$ cat config.mk
export PLATFORM = sky130hd
export DESIGN_NAME = adder_arbiter_flat
export DESIGN_NICKNAME = d
export VERILOG_FILES = /design/src/rtl/adder_arbiter_if.sv /design/src/rtl/adder_arbiter.sv /design/src/flat_wrapper.sv
export SDC_FILE = /design/constraint.sdc
export NUM_CORES = 1
export LEC_CHECK = 0
export ABC_AREA = 0
export CAP_MARGIN = 20
export CORE_MARGIN = 2
export CORE_UTILIZATION = 40
export DETAILED_ROUTE_END_ITERATION = 7
export MAX_ROUTING_LAYER = met4
export PLACE_DENSITY = 0.85
export RECOVER_POWER = 50
export SLEW_MARGIN = 20
export SYNTH_ARGS = -nofsm -noshare
export SYNTH_HDL_FRONTEND = slang
export SYNTH_SLANG_ARGS = --single-unit
$ cat constraint.sdc
create_clock -name clk -period 3.2 [get_ports clk]
set_input_delay 0.32 -clock clk [delete_from_list [all_inputs] [get_ports clk]]
set_output_delay 0.32 -clock clk [all_outputs]
set_load 0.1 [all_outputs]
$ cat src/rtl/adder_arbiter_if.sv
// Handshake and datapath bundle between the two operand front-ends, the
// adder arbiter, the response consumer and the shared CLA/RCA datapath.
interface adder_arbiter_if #(
    parameter int WIDTH = 24
);
    logic             req0_valid;
    logic             req0_ready;
    logic [WIDTH-1:0] req0_a;
    logic [WIDTH-1:0] req0_b;
    logic             req0_use_rca;

    logic             req1_valid;
    logic             req1_ready;
    logic [WIDTH-1:0] req1_a;
    logic [WIDTH-1:0] req1_b;
    logic             req1_use_rca;

    logic             rsp_valid;
    logic             rsp_ready;
    logic             rsp_id;
    logic [WIDTH-1:0] rsp_z;
    logic             rsp_cout;

    logic [WIDTH-1:0] add_a;
    logic [WIDTH-1:0] add_b;
    logic             add_use_rca;
    logic [WIDTH:0]   add_z;

    logic             busy;

    // Arbiter side.
    modport slave (
        input  req0_valid, req0_a, req0_b, req0_use_rca,
        input  req1_valid, req1_a, req1_b, req1_use_rca,
        input  rsp_ready, add_z,
        output req0_ready, req1_ready,
        output rsp_valid, rsp_id, rsp_z, rsp_cout,
        output add_a, add_b, add_use_rca, busy
    );

    // Requesters, response consumer and adder datapath side.
    modport master (
        output req0_valid, req0_a, req0_b, req0_use_rca,
        output req1_valid, req1_a, req1_b, req1_use_rca,
        output rsp_ready, add_z,
        input  req0_ready, req1_ready,
        input  rsp_valid, rsp_id, rsp_z, rsp_cout,
        input  add_a, add_b, add_use_rca, busy
    );
endinterface

$ cat src/rtl/adder_arbiter.sv
// Round-robin sequencer sharing one multicycle WIDTH-bit adder between two
// requesters. One operation in flight: accept, hold operands for SETTLE
// cycles, capture sum/carry, return it tagged with the requester id.
module adder_arbiter #(
    parameter int WIDTH  = 24,
    parameter int SETTLE = 2
) (
    input  logic           clk,
    input  logic           rst,
    adder_arbiter_if.slave bus
);
    localparam int               CNT_W    = $clog2(SETTLE + 1);
    localparam logic [CNT_W-1:0] CNT_LOAD = CNT_W'(SETTLE - 1);
    localparam logic [CNT_W-1:0] CNT_ONE  = CNT_W'(1);
    localparam logic [CNT_W-1:0] CNT_ZERO = CNT_W'(0);

    typedef enum logic [1:0] {
        ST_IDLE   = 2'd0,
        ST_SETTLE = 2'd1,
        ST_RESP   = 2'd2
    } state_t;

    state_t           state_q;
    logic [CNT_W-1:0] cnt_q;
    logic             last_grant_q;
    logic             id_q;
    logic [WIDTH-1:0] add_a_q;
    logic [WIDTH-1:0] add_b_q;
    logic             add_use_rca_q;
    logic             rsp_valid_q;
    logic             rsp_id_q;
    logic [WIDTH-1:0] rsp_z_q;
    logic             rsp_cout_q;
    logic             busy_q;

    logic             grant_vld_d;
    logic             grant_id_d;
    logic [WIDTH-1:0] op_a_d;
    logic [WIDTH-1:0] op_b_d;
    logic             op_rca_d;

    // Round-robin grant, re-evaluated every IDLE cycle; contention goes to the requester not served last.
    always_comb begin
        grant_vld_d = 1'b0;
        grant_id_d  = 1'b0;
        if (!rst && (state_q == ST_IDLE)) begin
            case ({bus.req1_valid, bus.req0_valid})
                2'b01: begin
                    grant_vld_d = 1'b1;
                    grant_id_d  = 1'b0;
                end
                2'b10: begin
                    grant_vld_d = 1'b1;
                    grant_id_d  = 1'b1;
                end
                2'b11: begin
                    grant_vld_d = 1'b1;
                    grant_id_d  = ~last_grant_q;
                end
                default: begin
                    grant_vld_d = 1'b0;
                    grant_id_d  = 1'b0;
                end
            endcase
        end else begin
            grant_vld_d = 1'b0;
            grant_id_d  = 1'b0;
        end
    end

    // Steer the granted requester's operands and adder select toward the operand registers.
    always_comb begin
        op_a_d   = bus.req0_a;
        op_b_d   = bus.req0_b;
        op_rca_d = bus.req0_use_rca;
        if (grant_id_d) begin
            op_a_d   = bus.req1_a;
            op_b_d   = bus.req1_b;
            op_rca_d = bus.req1_use_rca;
        end else begin
            op_a_d   = bus.req0_a;
            op_b_d   = bus.req0_b;
            op_rca_d = bus.req0_use_rca;
        end
    end

    // Sequencer: accept one request, hold operands for SETTLE cycles, capture the result, wait for the consumer.
    always_ff @(posedge clk) begin
        if (rst) begin
            state_q       <= ST_IDLE;
            cnt_q         <= CNT_ZERO;
            last_grant_q  <= 1'b1;
            id_q          <= 1'b0;
            add_a_q       <= {WIDTH{1'b0}};
            add_b_q       <= {WIDTH{1'b0}};
            add_use_rca_q <= 1'b0;
            rsp_valid_q   <= 1'b0;
            rsp_id_q      <= 1'b0;
            rsp_z_q       <= {WIDTH{1'b0}};
            rsp_cout_q    <= 1'b0;
            busy_q        <= 1'b0;
        end else begin
            case (state_q)
                ST_IDLE: begin
                    if (grant_vld_d) begin
                        add_a_q       <= op_a_d;
                        add_b_q       <= op_b_d;
                        add_use_rca_q <= op_rca_d;
                        id_q          <= grant_id_d;
                        last_grant_q  <= grant_id_d;
                        cnt_q         <= CNT_LOAD;
                        busy_q        <= 1'b1;
                        state_q       <= ST_SETTLE;
                    end
                end
                ST_SETTLE: begin
                    if (cnt_q == CNT_ZERO) begin
                        rsp_z_q     <= bus.add_z[WIDTH-1:0];
                        rsp_cout_q  <= bus.add_z[WIDTH];
                        rsp_id_q    <= id_q;
                        rsp_valid_q <= 1'b1;
                        state_q     <= ST_RESP;
                    end else begin
                        cnt_q <= cnt_q - CNT_ONE;
                    end
                end
                ST_RESP: begin
                    // Returning to IDLE here means the earliest next accept is the following edge.
                    if (bus.rsp_ready) begin
                        rsp_valid_q <= 1'b0;
                        busy_q      <= 1'b0;
                        state_q     <= ST_IDLE;
                    end
                end
                default: begin
                    rsp_valid_q <= 1'b0;
                    busy_q      <= 1'b0;
                    state_q     <= ST_IDLE;
                end
            endcase
        end
    end

    assign bus.req0_ready  = grant_vld_d && !grant_id_d;
    assign bus.req1_ready  = grant_vld_d && grant_id_d;
    assign bus.add_a       = add_a_q;
    assign bus.add_b       = add_b_q;
    assign bus.add_use_rca = add_use_rca_q;
    assign bus.rsp_valid   = rsp_valid_q;
    assign bus.rsp_id      = rsp_id_q;
    assign bus.rsp_z       = rsp_z_q;
    assign bus.rsp_cout    = rsp_cout_q;
    assign bus.busy        = busy_q;
endmodule

$ cat src/flat_wrapper.sv
// flat-port wrapper written by rule: the top's interface ports become plain ports
module adder_arbiter_flat 
#(
    parameter int WIDTH  = 24,
    parameter int SETTLE = 2
)
  (clk, rst, bus_req0_valid, bus_req0_a, bus_req0_b, bus_req0_use_rca, bus_req1_valid, bus_req1_a, bus_req1_b, bus_req1_use_rca, bus_rsp_ready, bus_add_z, bus_req0_ready, bus_req1_ready, bus_rsp_valid, bus_rsp_id, bus_rsp_z, bus_rsp_cout, bus_add_a, bus_add_b, bus_add_use_rca, bus_busy);
  adder_arbiter_if #(.WIDTH(WIDTH)) bus_i ();
  input  logic clk;
  input  logic rst;
  input wire logic [$bits(bus_i.req0_valid)-1:0] bus_req0_valid;
  input wire logic [$bits(bus_i.req0_a)-1:0] bus_req0_a;
  input wire logic [$bits(bus_i.req0_b)-1:0] bus_req0_b;
  input wire logic [$bits(bus_i.req0_use_rca)-1:0] bus_req0_use_rca;
  input wire logic [$bits(bus_i.req1_valid)-1:0] bus_req1_valid;
  input wire logic [$bits(bus_i.req1_a)-1:0] bus_req1_a;
  input wire logic [$bits(bus_i.req1_b)-1:0] bus_req1_b;
  input wire logic [$bits(bus_i.req1_use_rca)-1:0] bus_req1_use_rca;
  input wire logic [$bits(bus_i.rsp_ready)-1:0] bus_rsp_ready;
  input wire logic [$bits(bus_i.add_z)-1:0] bus_add_z;
  output wire logic [$bits(bus_i.req0_ready)-1:0] bus_req0_ready;
  output wire logic [$bits(bus_i.req1_ready)-1:0] bus_req1_ready;
  output wire logic [$bits(bus_i.rsp_valid)-1:0] bus_rsp_valid;
  output wire logic [$bits(bus_i.rsp_id)-1:0] bus_rsp_id;
  output wire logic [$bits(bus_i.rsp_z)-1:0] bus_rsp_z;
  output wire logic [$bits(bus_i.rsp_cout)-1:0] bus_rsp_cout;
  output wire logic [$bits(bus_i.add_a)-1:0] bus_add_a;
  output wire logic [$bits(bus_i.add_b)-1:0] bus_add_b;
  output wire logic [$bits(bus_i.add_use_rca)-1:0] bus_add_use_rca;
  output wire logic [$bits(bus_i.busy)-1:0] bus_busy;
  assign bus_i.req0_valid = bus_req0_valid;
  assign bus_i.req0_a = bus_req0_a;
  assign bus_i.req0_b = bus_req0_b;
  assign bus_i.req0_use_rca = bus_req0_use_rca;
  assign bus_i.req1_valid = bus_req1_valid;
  assign bus_i.req1_a = bus_req1_a;
  assign bus_i.req1_b = bus_req1_b;
  assign bus_i.req1_use_rca = bus_req1_use_rca;
  assign bus_i.rsp_ready = bus_rsp_ready;
  assign bus_i.add_z = bus_add_z;
  assign bus_req0_ready = bus_i.req0_ready;
  assign bus_req1_ready = bus_i.req1_ready;
  assign bus_rsp_valid = bus_i.rsp_valid;
  assign bus_rsp_id = bus_i.rsp_id;
  assign bus_rsp_z = bus_i.rsp_z;
  assign bus_rsp_cout = bus_i.rsp_cout;
  assign bus_add_a = bus_i.add_a;
  assign bus_add_b = bus_i.add_b;
  assign bus_add_use_rca = bus_i.add_use_rca;
  assign bus_busy = bus_i.busy;
  adder_arbiter #(.WIDTH(WIDTH), .SETTLE(SETTLE)) u_core (.clk(clk), .rst(rst), .bus(bus_i));
endmodule
==> results of run 1 <==
## registers in the layout (all words and copies together) (netlist names)
signal                  count
u_core.bus.add_a           24
u_core.bus.add_b           24
u_core.bus.rsp_z           24
u_core.cnt_q                2
u_core.state_q              2
u_core.bus.add_use_rca      1
u_core.bus.busy             1
u_core.bus.rsp_cout         1
u_core.bus.rsp_id           1
u_core.bus.rsp_valid        1
u_core.id_q                 1
u_core.last_grant_q         1
## synth_stat cells (all sizes together)
library cell,instances
a2111oi,1
a211o,1
a211oi,1
a21bo,1
a21boi,1
a21o,1
a21oi,51
a221o,28
and2,2
and3,29
and3b,1
buf,26
clkbuf,12
dfxtp,83
ha,1
inv,23
nand2,54
nand2b,1
nand3b,2
nor2,5
nor2b,1
nor3,1
nor3b,1
o211ai,21
o21ai,1
o21ba,1
o31a,1
o32ai,21
or2,1
## kinds of logic (layout without fill, tap and decap cells)
family,after synthesis,after routing,synth area share (%)
fa+ha+maj,1,1,0.365
simple gates,98,98,14.1
compound gates,130,130,27.8
buf+inv,61,250,9.27
flops,83,83,48.4
## final cells by class
class / count / share of cell area [%]
clock buffer: 11 / 2.35
tap: 105 / 2.35
inverter: 23 / 1.54
multi-input combinational: 229 / 26.0
timing repair buffer: 211 / 37.5
sequential: 83 / 29.7
clock inverter: 5 / 0.537
## power by group
group          internal [W]  switching [W]
clock              0.000278       0.000371
combinational      0.000466        0.00120
sequential          0.00116      0.0000767
## worst reg2reg max path, cell delays in order (launching register included)
cell and delay [ns]:
dfxtp_1 0.46, nor2_1 0.08, a21oi_2 0.11, clkbuf_1 0.98
a221o_1 0.31
## how the worst max path moves through the flow
stage / from / endpoint / cells past startpoint
detailed placement: bus_req0_valid / u_core.bus.add_a[13]$_SDFFE_PP0P_ / 5
global route: bus_req0_valid / u_core.bus.add_a[13]$_SDFFE_PP0P_ / 5
global placement: bus_req1_valid / bus_req1_ready / 4
floorplan: u_core.state_q[0]$_SDFFE_PP0P_ / bus_req1_ready / 5
finish: bus_req0_valid / u_core.bus.add_a[13]$_SDFFE_PP0P_ / 5
CTS: u_core.state_q[0]$_SDFFE_PP0P_ / bus_req1_ready / 4
## per-layer routing
metal,track usage (%),up-vias,routed length (um)
li1,-,1731,-
met3,5.51,15,946
met5,-,-,0
met4,8.92,0,206
met2,40.8,144,5370
met1,25.1,1653,4250
## per-stage QoR
| stage | area [um^2] | hold WS [ns] | util, % | setup WS, ns | std cells |
|---|---|---|---|---|---|
| after floorplan | 3430 | 0.426 | - | 1.20 | 373 |
| after global placement | 5450 | 0.441 | 66.0 | 1.03 | 651 |
| after detailed placement | 5450 | 0.447 | 66.0 | 0.961 | 651 |
| after CTS | 5610 | 0.458 | 67.9 | 0.841 | 667 |
| after global routing | 5600 | 0.488 | 67.8 | 0.372 | 667 |
| final | 5600 | 0.455 | 67.8 | 0.556 | 667 |
==> impl_table.tex, run 1 <==
\begin{tabular}{lr}
\hline
Metric & Value \\
\hline
\multicolumn{2}{l}{\textbf{Outcome}} \\
\quad Result of the run & complete, no violations \\
\multicolumn{2}{l}{\textbf{Routing}} \\
\quad Count of TritonRoute iterations in the first routing pass & 4 \\
\quad Vias per inst & 5.31 \\
\quad WL per Instance & between 15 and 20 um \\
\quad Total wirelength of the detailed-routed design & 10.8 mm \\
\quad Final antenna-violating net count & 0 \\
\quad Iter 0 DRT Violations & 136 \\
\quad Via count & 3543 \\
\quad DRC errors left & 0 \\
\multicolumn{2}{l}{\textbf{Finish}} \\
\quad Leading cell type in the layout, fill and taps excluded & clkdlybuf4s50\_1 \\
\quad Proportion of layout cells with a drive suffix above 1 & 4.63\% \\
\quad Combined area of the multi-input logic cells & 1460 um\^{}2 \\
\quad Number of fillers in the final layout & slightly above 600 \\
\quad Area overhead of the layout relative to synthesis & 63.2\% \\
\quad Number of nets in the finished design & 686 \\
\quad Number of antenna repair diodes & 0 \\
\quad Area occupied by registers & 1660 um\^{}2 \\
\quad Highest-count cells in the layout ignoring fill and taps & clkdlybuf4s50\_1, dfxtp\_1, nand2\_1, a21oi\_1 \\
\multicolumn{2}{l}{\textbf{CTS}} \\
\quad \# hold bufs at CTS & 0 \\
\quad Clk sink count & 83 \\
\quad Clock root buffer & clkbuf\_8 \\
\quad Number of setup buffers added after CTS & 0 \\
\quad Clock transition at the register clock pins on the worst setup and hold paths after CTS & $\sim$0.08 ns \\
\quad Quantity of gates resized following cts & 0 \\
\quad Insertion delay to the later sink of the worst-skew pair & approximately 0.35 ns \\
\quad CTS buffer count & 9 \\
\quad H-tree level count & 3 \\
\quad Clock Tree Buf Depth & 2 \\
\quad TritonCTS clock tree & done \\
\multicolumn{2}{l}{\textbf{Synth}} \\
\quad Sequential fraction of the synthesis area & 48.4\% \\
\quad Synthesized area per cell & 9.19 um\^{}2 \\
\quad Synth Cell Area & 3430 um\^{}2 \\
\quad Cell variety after synth & 35 \\
\quad Top-area cell type share of the netlist area & 48.4\% \\
\quad Top cells by area in the synthesized netlist & dfxtp\_1, a221o\_1, a21oi\_1 \\
\quad Cell accounting for the most synthesized area & dfxtp\_1 \\
\quad Number of flip-flops and latches in the synthesized netlist & 83 \\
\quad Count of warnings emitted by yosys & 0 \\
\quad Post-Syn Nets & 502 \\
\quad Number of standard cells after synthesis & $\sim$370 \\
\multicolumn{2}{l}{\textbf{Timing}} \\
\quad Achievable clock frequency & 378 MHz \\
\quad Relative slew slack & 12.0\% \\
\quad Unrepaired setup endpoints after global routing & no \\
\quad Clock tree skew after final layout & 0.0103 ns \\
\quad Slew at the pin closest to its max-slew limit & between 1 and 1.5 ns \\
\quad Number of hold violations in the final report & 0 \\
\quad Setup total negative slack & 0 ns \\
\quad Number of setup violations in the final report & 0 \\
\quad Slew Limit Fails & 0 \\
\quad Portion of the clock cycle consumed by the worst path in the final layout & between 80\% and 90\% \\
\quad Final worst path period need & approximately 2.6 ns \\
\multicolumn{2}{l}{\textbf{Die}} \\
\quad Top-level port count & around 210 \\
\quad Area of the core & 8260 um\^{}2 \\
\quad Die Outline Area & 9330 um\^{}2 \\
\quad Die height & 96.6 um \\
\quad Horiz. Die Dim & 96.6 um \\
\quad Row Count & 33 \\
\quad Starting density of the core & between 40\% and 50\% \\
\multicolumn{2}{l}{\textbf{Worst setup path}} \\
\quad Critical Path Source Type & primary input \\
\quad Worst R2R End & u\_core.bus.add\_a[13]\$\_SDFFE\_PP0P\_ \\
\quad Cell breakdown of the critical path & clkdlybuf4s50\_1 > or2\_0 > a21oi\_2 > clkbuf\_1 > a221o\_1 \\
\quad Required time reported for the critical path endpoint & about 3.5 ns \\
\quad Kind of end point of the critical path & register \\
\quad Crit path arrival time & 2.93 ns \\
\quad Worst Reg2Reg Path Length in Cells & 4 \\
\quad Class of the most critical setup path & primary input to register \\
\quad Startpoint of the lowest-slack register-to-register path & u\_core.state\_q[0]\$\_SDFFE\_PP0P\_ \\
\quad Family with the most delay on the worst path & buffers and inverters \\
\quad Slowest stage cell, crit path & clkbuf\_1 \\
\quad Peak fanout along the critical path & 29 \\
\quad Setup slack, reg-to-reg & 1.21 ns \\
\quad Largest stage delay on the critical path & between 0.9 and 1 ns \\
\quad Critical path buffer and inverter count & 2 \\
\multicolumn{2}{l}{\textbf{Global route}} \\
\quad Global-route wire length before repair & 16.1 mm \\
\quad Via count of the first global-routing pass & $\sim$3300 \\
\quad Initial antenna violation count & 0 \\
\quad Gr ovfl total & 0 \\
\quad Global-route total usage across every layer & 23.1\% \\
\quad Pin count of the biggest net entering global routing & 75 \\
\multicolumn{2}{l}{\textbf{Place}} \\
\quad DP HPWL & about 7.7 mm \\
\quad RePlAce Congestion & between 0.7 and 0.8 \\
\quad Buffers added on ports & between 200 and 250 \\
\multicolumn{2}{l}{\textbf{Worst hold path}} \\
\quad Worst hold path startpoint & u\_core.bus.rsp\_z[10]\$\_SDFFE\_PP0P\_ \\
\quad Number of cells traversed by the worst hold path & 2 \\
\quad Endpoint with the worst hold slack & u\_core.bus.rsp\_z[10]\$\_SDFFE\_PP0P\_ \\
\quad Path class of the lowest-slack min-delay path & register to register \\
\multicolumn{2}{l}{\textbf{Power}} \\
\quad Largest vdd supply drop & 0.303 mV \\
\quad Areal power density over the cells & $\sim$640 nW/um\^{}2 \\
\quad Overall power consumption & $\sim$0.0036 W \\
\quad Static leakage & about 2.1 nW \\
\multicolumn{2}{l}{\textbf{Flow run}} \\
\quad Max-capacitance violation count & 0 \\
\hline
\end{tabular}
Note: power is estimated with default switching activity, not from simulation.
==> run 2, diff against run 1 <==
Settings changed: CORE_UTILIZATION 40 to 34, PLACE_DENSITY 0.85 to 0.77.
Clock period 3.2 ns to 2.4 ns, I/O delays scaled along.
==> run 2 against run 1 <==
Compared with the run above: combinational power up 22%; non-clock buffer count grew 4; cell area shrank 5.9%; sequential power up 34%; total power grew 36%; die area is 17% higher; clock-buffer cell count is 2 lower; first-iteration DRC count increased by 6.6%; global-route usage is 3.7 points lower; largest power group unchanged; highest routed layer unchanged.
==> impl_table.tex, run 2 (synthesis results as in run 1) <==
\begin{tabular}{lr}
\hline
Metric & Value \\
\hline
\multicolumn{2}{l}{\textbf{Power}} \\
\quad Sequential Power Share & 34.2\% \\
\quad Internal power consumption & approximately 0.0026 W \\
\quad Largest vdd supply drop & 0.469 mV \\
\quad Switching power share of the total & 46.3\% \\
\quad Relative contribution of combinational cells to total power & 41.9\% \\
\quad Static leakage & roughly 2 nW \\
\quad Part of the total power dissipated in the clock network & a little under a quarter \\
\quad Areal power density over the cells & 921 nW/um\^{}2 \\
\quad Net switching power & between 0.002 and 0.0025 W \\
\quad Overall power consumption & 0.00485 W \\
\multicolumn{2}{l}{\textbf{Worst setup path}} \\
\quad Startpoint of the lowest-slack register-to-register path & u\_core.cnt\_q[1]\$\_SDFFE\_PP0P\_ \\
\quad Crit path arrival time & roughly 1.9 ns \\
\quad Kind of end point of the critical path & output port \\
\quad Peak fanout along the critical path & 46 \\
\quad Worst R2R End & u\_core.bus.rsp\_z[3]\$\_SDFFE\_PP0P\_ \\
\quad Setup slack, reg-to-reg & 0.65 ns \\
\quad Critical Path Source Type & register \\
\quad Required time reported for the critical path endpoint & between 2 and 2.5 ns \\
\quad Worst Reg2Reg Path Length in Cells & 5 \\
\quad Worst setup path endpoint & bus\_req1\_ready \\
\quad Launch point of the critical path & u\_core.state\_q[1]\$\_SDFFE\_PP0P\_ \\
\quad Class of the most critical setup path & register to output port \\
\multicolumn{2}{l}{\textbf{CTS}} \\
\quad \# hold bufs at CTS & 0 \\
\quad H-tree level count & 3 \\
\quad Number of setup buffers added after CTS & 0 \\
\quad Insertion delay to the later sink of the worst-skew pair & 0.36 ns \\
\quad Clock transition at the register clock pins on the worst setup and hold paths after CTS & 0.09 ns \\
\quad TritonCTS clock tree & done \\
\quad Clk sink count & 83 \\
\quad Clock Tree Buf Depth & 2 \\
\quad CTS buffer count & 9 \\
\quad Clock root buffer & clkbuf\_8 \\
\quad Quantity of gates resized following cts & 0 \\
\multicolumn{2}{l}{\textbf{Place}} \\
\quad Cell area reported after detailed placement & 5330 um\^{}2 \\
\quad Buffers added on ports & 206 \\
\quad Worst setup slack after placement & 0.556 ns \\
\quad DP HPWL & 7.58 mm \\
\quad RePlAce Congestion & 0.810 \\
\multicolumn{2}{l}{\textbf{Timing}} \\
\quad Final worst path period need & 2.18 ns \\
\quad Relative slew slack & a little under a fifth \\
\quad Final worst-path setup slack & 0.221 ns \\
\quad Number of setup violations in the final report & 0 \\
\quad Number of hold violations in the final report & 0 \\
\quad Achievable clock frequency & around 460 MHz \\
\quad Min Hold Slack & 0.425 ns \\
\quad Setup total negative slack & 0 ns \\
\quad Clock tree skew after final layout & 0.0175 ns \\
\quad Unrepaired setup endpoints after global routing & no \\
\quad Slew Limit Fails & 0 \\
\quad Slew at the pin closest to its max-slew limit & 1.23 ns \\
\quad Portion of the clock cycle consumed by the worst path in the final layout & roughly nine tenths \\
\multicolumn{2}{l}{\textbf{Finish}} \\
\quad Number of nets in the finished design & 690 \\
\quad Number of fillers in the final layout & $\sim$980 \\
\quad Number of antenna repair diodes & 0 \\
\quad Area overhead of the layout relative to synthesis & 53.5\% \\
\quad Post-route cell area & 5270 um\^{}2 \\
\quad Leading cell type in the layout, fill and taps excluded & clkdlybuf4s50\_1 \\
\quad Proportion of layout cells with a drive suffix above 1 & around 5.7\% \\
\quad Highest-count cells in the layout ignoring fill and taps & clkdlybuf4s50\_1, dfxtp\_1, clkbuf\_1, nand2\_1, a21oi\_1 \\
\multicolumn{2}{l}{\textbf{Global route}} \\
\quad Global-route total usage across every layer & 19.4\% \\
\quad Via count of the first global-routing pass & around 3400 \\
\quad Global-route wire length before repair & 16.7 mm \\
\quad Gr ovfl total & 0 \\
\quad Pin count of the biggest net entering global routing & 56 \\
\quad Initial antenna violation count & 0 \\
\multicolumn{2}{l}{\textbf{Die}} \\
\quad Row Count & 36 \\
\quad Horiz. Die Dim & approximately 100 um \\
\quad Starting density of the core & 35.1\% \\
\quad Top-level port count & 207 \\
\quad Area of the core & around 9800 um\^{}2 \\
\quad Die Outline Area & 10900 um\^{}2 \\
\quad Die height & 104 um \\
\multicolumn{2}{l}{\textbf{Routing}} \\
\quad Final antenna-violating net count & 0 \\
\quad Vias per inst & 5.03 \\
\quad DRC errors left & 0 \\
\quad Total wirelength of the detailed-routed design & 10.5 mm \\
\quad Via count & 3519 \\
\quad Iter 0 DRT Violations & 145 \\
\quad Count of TritonRoute iterations in the first routing pass & 4 \\
\quad WL per Instance & 15.0 um \\
\multicolumn{2}{l}{\textbf{Flow run}} \\
\quad Max-capacitance violation count & 0 \\
\multicolumn{2}{l}{\textbf{Worst hold path}} \\
\quad Path class of the lowest-slack min-delay path & primary input to register \\
\multicolumn{2}{l}{\textbf{Outcome}} \\
\quad Result of the run & complete, no violations \\
\hline
\end{tabular}
## run 2: metrics by stage
stage,util (%),std cells
after global routing,53.9,699
after global placement,54.6,683
after floorplan,-,373
after detailed placement,54.6,683
final,53.9,699
after CTS,56.9,699
## run 2: routing by layer
metal	routed length, um	up-vias	GRT usage, %
met5	0	-	-
li1	-	1737	-
met3	764	16	5.33
met2	5010	140	31.2
met1	4550	1626	23.7
met4	182	0	5.79
## run 2: how the worst min path moves through the flow
stage,depth (start not counted),endpoint,from,slack (ns)
2_1_floorplan,2,u_core.bus.rsp_cout$_SDFFE_PP0P_,bus_add_z[24],0.38
3_3_place_gp,2,u_core.bus.rsp_z[13]$_SDFFE_PP0P_,u_core.bus.rsp_z[13]$_SDFFE_PP0P_,0.44
3_5_place_dp,1,u_core.id_q$_SDFFE_PP0P_,u_core.id_q$_SDFFE_PP0P_,0.45
4_1_cts,3,u_core.bus.rsp_z[5]$_SDFFE_PP0P_,bus_add_z[5],0.41
5_1_grt,3,u_core.bus.rsp_z[8]$_SDFFE_PP0P_,bus_add_z[8],0.41
6_report,3,u_core.bus.rsp_z[23]$_SDFFE_PP0P_,bus_add_z[23],0.43
## run 2: power by group through the flow
stage	Combinational, W	Sequential, W	Clock (W)
4_1_cts	0.00219	0.00166	0.00119
2_1_floorplan	0.000483	0.00284	0
3_5_place_dp	0.00218	0.00169	0
5_1_grt	0.00212	0.00168	0.00124
6_report	0.00203	0.00166	0.00116
3_3_place_gp	0.00217	0.00169	0
## run 2: area by class of cell
type	instances	area (um^2)	area share, %
Sequential cell	83	1660	31.6
Timing Repair Buffer	215	1660	31.5
Multi-Input combinational cell	229	1460	27.8
Tap cell	133	166	3.16
Clock buffer	9	124	2.35
Clock inverter	7	104	1.97
Inverter	23	86.3	1.64
## run 2: worst max-delay path, stage by stage (launching register included)
cell and delay, ns:
dfxtp_1 0.39, nor3_4 0.28, buf_4 0.43, and2_1 0.29
buf_12 0.20
==> run 3, diff against run 2 <==
Settings changed: CORE_MARGIN 2 to 5.
==> run 3 against run 2 <==
Compared with the run above: highest routed layer unchanged; clock skew shrank 0.0054 ns; sequential share of layout area hardly changed; clock-buffer cell count increased by 2; global-route usage is 1.1 points lower; register-to-register slack better by 0.07 ns; routed wire length is 7.7% higher; final cell count rose by 0.29%; clock power decreased by 13%; flip-flop and latch count is the same.
==> impl_table.tex, run 3 (synthesis results as in run 1) <==
\begin{tabular}{lr}
\hline
Metric & Value \\
\hline
\multicolumn{2}{l}{\textbf{Global route}} \\
\quad Global-route total usage across every layer & 18.3\% \\
\quad Via count of the first global-routing pass & 3648 \\
\quad Initial antenna violation count & 0 \\
\quad Gr ovfl total & 0 \\
\quad Pin count of the biggest net entering global routing & 56 \\
\quad Global-route wire length before repair & about 18 mm \\
\multicolumn{2}{l}{\textbf{CTS}} \\
\quad Quantity of gates resized following cts & 0 \\
\quad H-tree level count & 3 \\
\quad TritonCTS clock tree & done \\
\quad Clk sink count & 83 \\
\quad Clock transition at the register clock pins on the worst setup and hold paths after CTS & about 0.090 ns \\
\quad Clock Tree Buf Depth & 2 \\
\quad \# hold bufs at CTS & 0 \\
\quad Clock root buffer & clkbuf\_8 \\
\quad Number of setup buffers added after CTS & 0 \\
\quad Insertion delay to the later sink of the worst-skew pair & 0.34 ns \\
\quad CTS buffer count & 9 \\
\multicolumn{2}{l}{\textbf{Routing}} \\
\quad Via count & approximately 3600 \\
\quad Iter 0 DRT Violations & 221 \\
\quad WL per Instance & 16.1 um \\
\quad Count of TritonRoute iterations in the first routing pass & 4 \\
\quad Highest signal layer in the routed design & met4 \\
\quad Met3 WL post-DR & 573 um \\
\quad Vias per inst & 5.07 \\
\quad DRC errors left & 0 \\
\quad Total met2 wirelength after detailed routing & between 5 and 6 mm \\
\quad Total wirelength of the detailed-routed design & 11.3 mm \\
\quad Wl on met1 & 5.06 mm \\
\quad Final antenna-violating net count & 0 \\
\multicolumn{2}{l}{\textbf{Timing}} \\
\quad Slew at the pin closest to its max-slew limit & 1.21 ns \\
\quad Achievable clock frequency & 479 MHz \\
\quad Slew Limit Fails & 0 \\
\quad Portion of the clock cycle consumed by the worst path in the final layout & 87.1\% \\
\quad Number of hold violations in the final report & 0 \\
\quad Unrepaired setup endpoints after global routing & no \\
\quad Relative slew slack & between 10\% and 20\% \\
\quad Final worst-path setup slack & 0.310 ns \\
\quad Final worst path period need & 2.09 ns \\
\quad Number of setup violations in the final report & 0 \\
\quad Clock tree skew after final layout & 0.0121 ns \\
\quad Setup total negative slack & 0 ns \\
\multicolumn{2}{l}{\textbf{Place}} \\
\quad Worst setup slack after placement & 0.387 ns \\
\quad RePlAce Congestion & 0.807 \\
\quad Cell area reported after detailed placement & 5350 um\^{}2 \\
\quad DP HPWL & 8.46 mm \\
\quad Buffers added on ports & 206 \\
\multicolumn{2}{l}{\textbf{Power}} \\
\quad Sequential Power Share & 35.1\% \\
\quad Net switching power & 0.00221 W \\
\quad Relative contribution of combinational cells to total power & 43.5\% \\
\quad Areal power density over the cells & 898 nW/um\^{}2 \\
\quad Largest vdd supply drop & 0.437 mV \\
\quad Internal power consumption & 0.00252 W \\
\quad Switching power share of the total & 46.7\% \\
\quad Static leakage & 2.00 nW \\
\quad Overall power consumption & 0.00473 W \\
\quad Part of the total power dissipated in the clock network & about 22\% \\
\multicolumn{2}{l}{\textbf{Worst setup path}} \\
\quad Launch point of the critical path & u\_core.state\_q[0]\$\_SDFFE\_PP0P\_ \\
\quad Worst R2R End & u\_core.bus.rsp\_z[22]\$\_SDFFE\_PP0P\_ \\
\quad Peak fanout along the critical path & 40 \\
\quad Worst setup path endpoint & bus\_req1\_ready \\
\quad Worst Reg2Reg Path Length in Cells & 6 \\
\quad Required time reported for the critical path endpoint & 2.16 ns \\
\quad Setup slack, reg-to-reg & 0.72 ns \\
\quad Crit path arrival time & 1.85 ns \\
\quad Startpoint of the lowest-slack register-to-register path & u\_core.cnt\_q[0]\$\_SDFFE\_PP0P\_ \\
\quad Class of the most critical setup path & register to output port \\
\quad Kind of end point of the critical path & output port \\
\quad Critical Path Source Type & register \\
\multicolumn{2}{l}{\textbf{Worst hold path}} \\
\quad Path class of the lowest-slack min-delay path & primary input to register \\
\quad Worst hold path startpoint & bus\_add\_z[17] \\
\quad Number of cells traversed by the worst hold path & 3 \\
\multicolumn{2}{l}{\textbf{Finish}} \\
\quad Proportion of layout cells with a drive suffix above 1 & $\sim$6.2\% \\
\quad Number of antenna repair diodes & 0 \\
\quad Final core occ & between 50\% and 60\% \\
\quad Post-route cell area & 5260 um\^{}2 \\
\quad Number of nets in the finished design & 692 \\
\quad Leading cell type in the layout, fill and taps excluded & clkdlybuf4s50\_1 \\
\quad Highest-count cells in the layout ignoring fill and taps & clkdlybuf4s50\_1, dfxtp\_1, clkbuf\_1, nand2\_1, a21oi\_1 \\
\quad Area overhead of the layout relative to synthesis & 53.5\% \\
\multicolumn{2}{l}{\textbf{Die}} \\
\quad Area of the core & 9820 um\^{}2 \\
\quad Die height & 110 um \\
\quad Top-level port count & $\sim$210 \\
\quad Starting density of the core & 34.9\% \\
\quad Row Count & 36 \\
\quad Die Outline Area & 12200 um\^{}2 \\
\quad Horiz. Die Dim & 110 um \\
\multicolumn{2}{l}{\textbf{Flow run}} \\
\quad Max-capacitance violation count & 0 \\
\multicolumn{2}{l}{\textbf{Outcome}} \\
\quad Result of the run & complete, no violations \\
\hline
\end{tabular}
==> run 3: worst min-delay path by stage <==
stage,endpoint,slack (ns)
final,u_core.bus.rsp_z[17]$_SDFFE_PP0P_,0.45
after global routing,u_core.bus.rsp_z[1]$_SDFFE_PP0P_,0.43
after CTS,u_core.bus.rsp_z[3]$_SDFFE_PP0P_,0.43
after detailed placement,u_core.bus.rsp_z[15]$_SDFFE_PP0P_,0.45
after global placement,u_core.bus.rsp_z[17]$_SDFFE_PP0P_,0.44
after floorplan,u_core.bus.rsp_cout$_SDFFE_PP0P_,0.38
==> run 3: worst max-delay path, cell delays in order, from the launching register on <==
cell and delay (ns):
dfxtp_1 0.40, nor3_4 0.23, buf_4 0.39, and2_1 0.29, buf_12 0.20
==> run 3: power by group through the flow <==
stage	logic [W]	registers (W)	clock network [W]
floorplan	0.000483	0.00284	0
global placement	0.00218	0.00169	0
detailed placement	0.00220	0.00169	0
CTS	0.00220	0.00166	0.00105
global route	0.00215	0.00168	0.00111
finish	0.00205	0.00166	0.00101
==> run 3: metrics by stage <==
step                std cells  hold WS, ns
global placement          685        0.442
floorplan                 373        0.376
CTS                       701        0.426
finish                    701        0.445
detailed placement        685        0.448
global route              701        0.431
==> run 3: cell type report <==
cell class,count,area (um^2)
clock buffer,11,141
sequential,83,1660
timing repair buffer,217,1680
tap,133,166
fill,969,4560
inverter,23,86.3
multi-input combinational,229,1470
clock inverter,5,62.6
==> run 3: per-layer routing <==
metal | vias up | global-route usage [%]
li1 | 1748 | -
met1 | 1647 | 22.5
met2 | 143 | 30.0
met3 | 19 | 3.77
met4 | 0 | 6.08
met5 | - | -
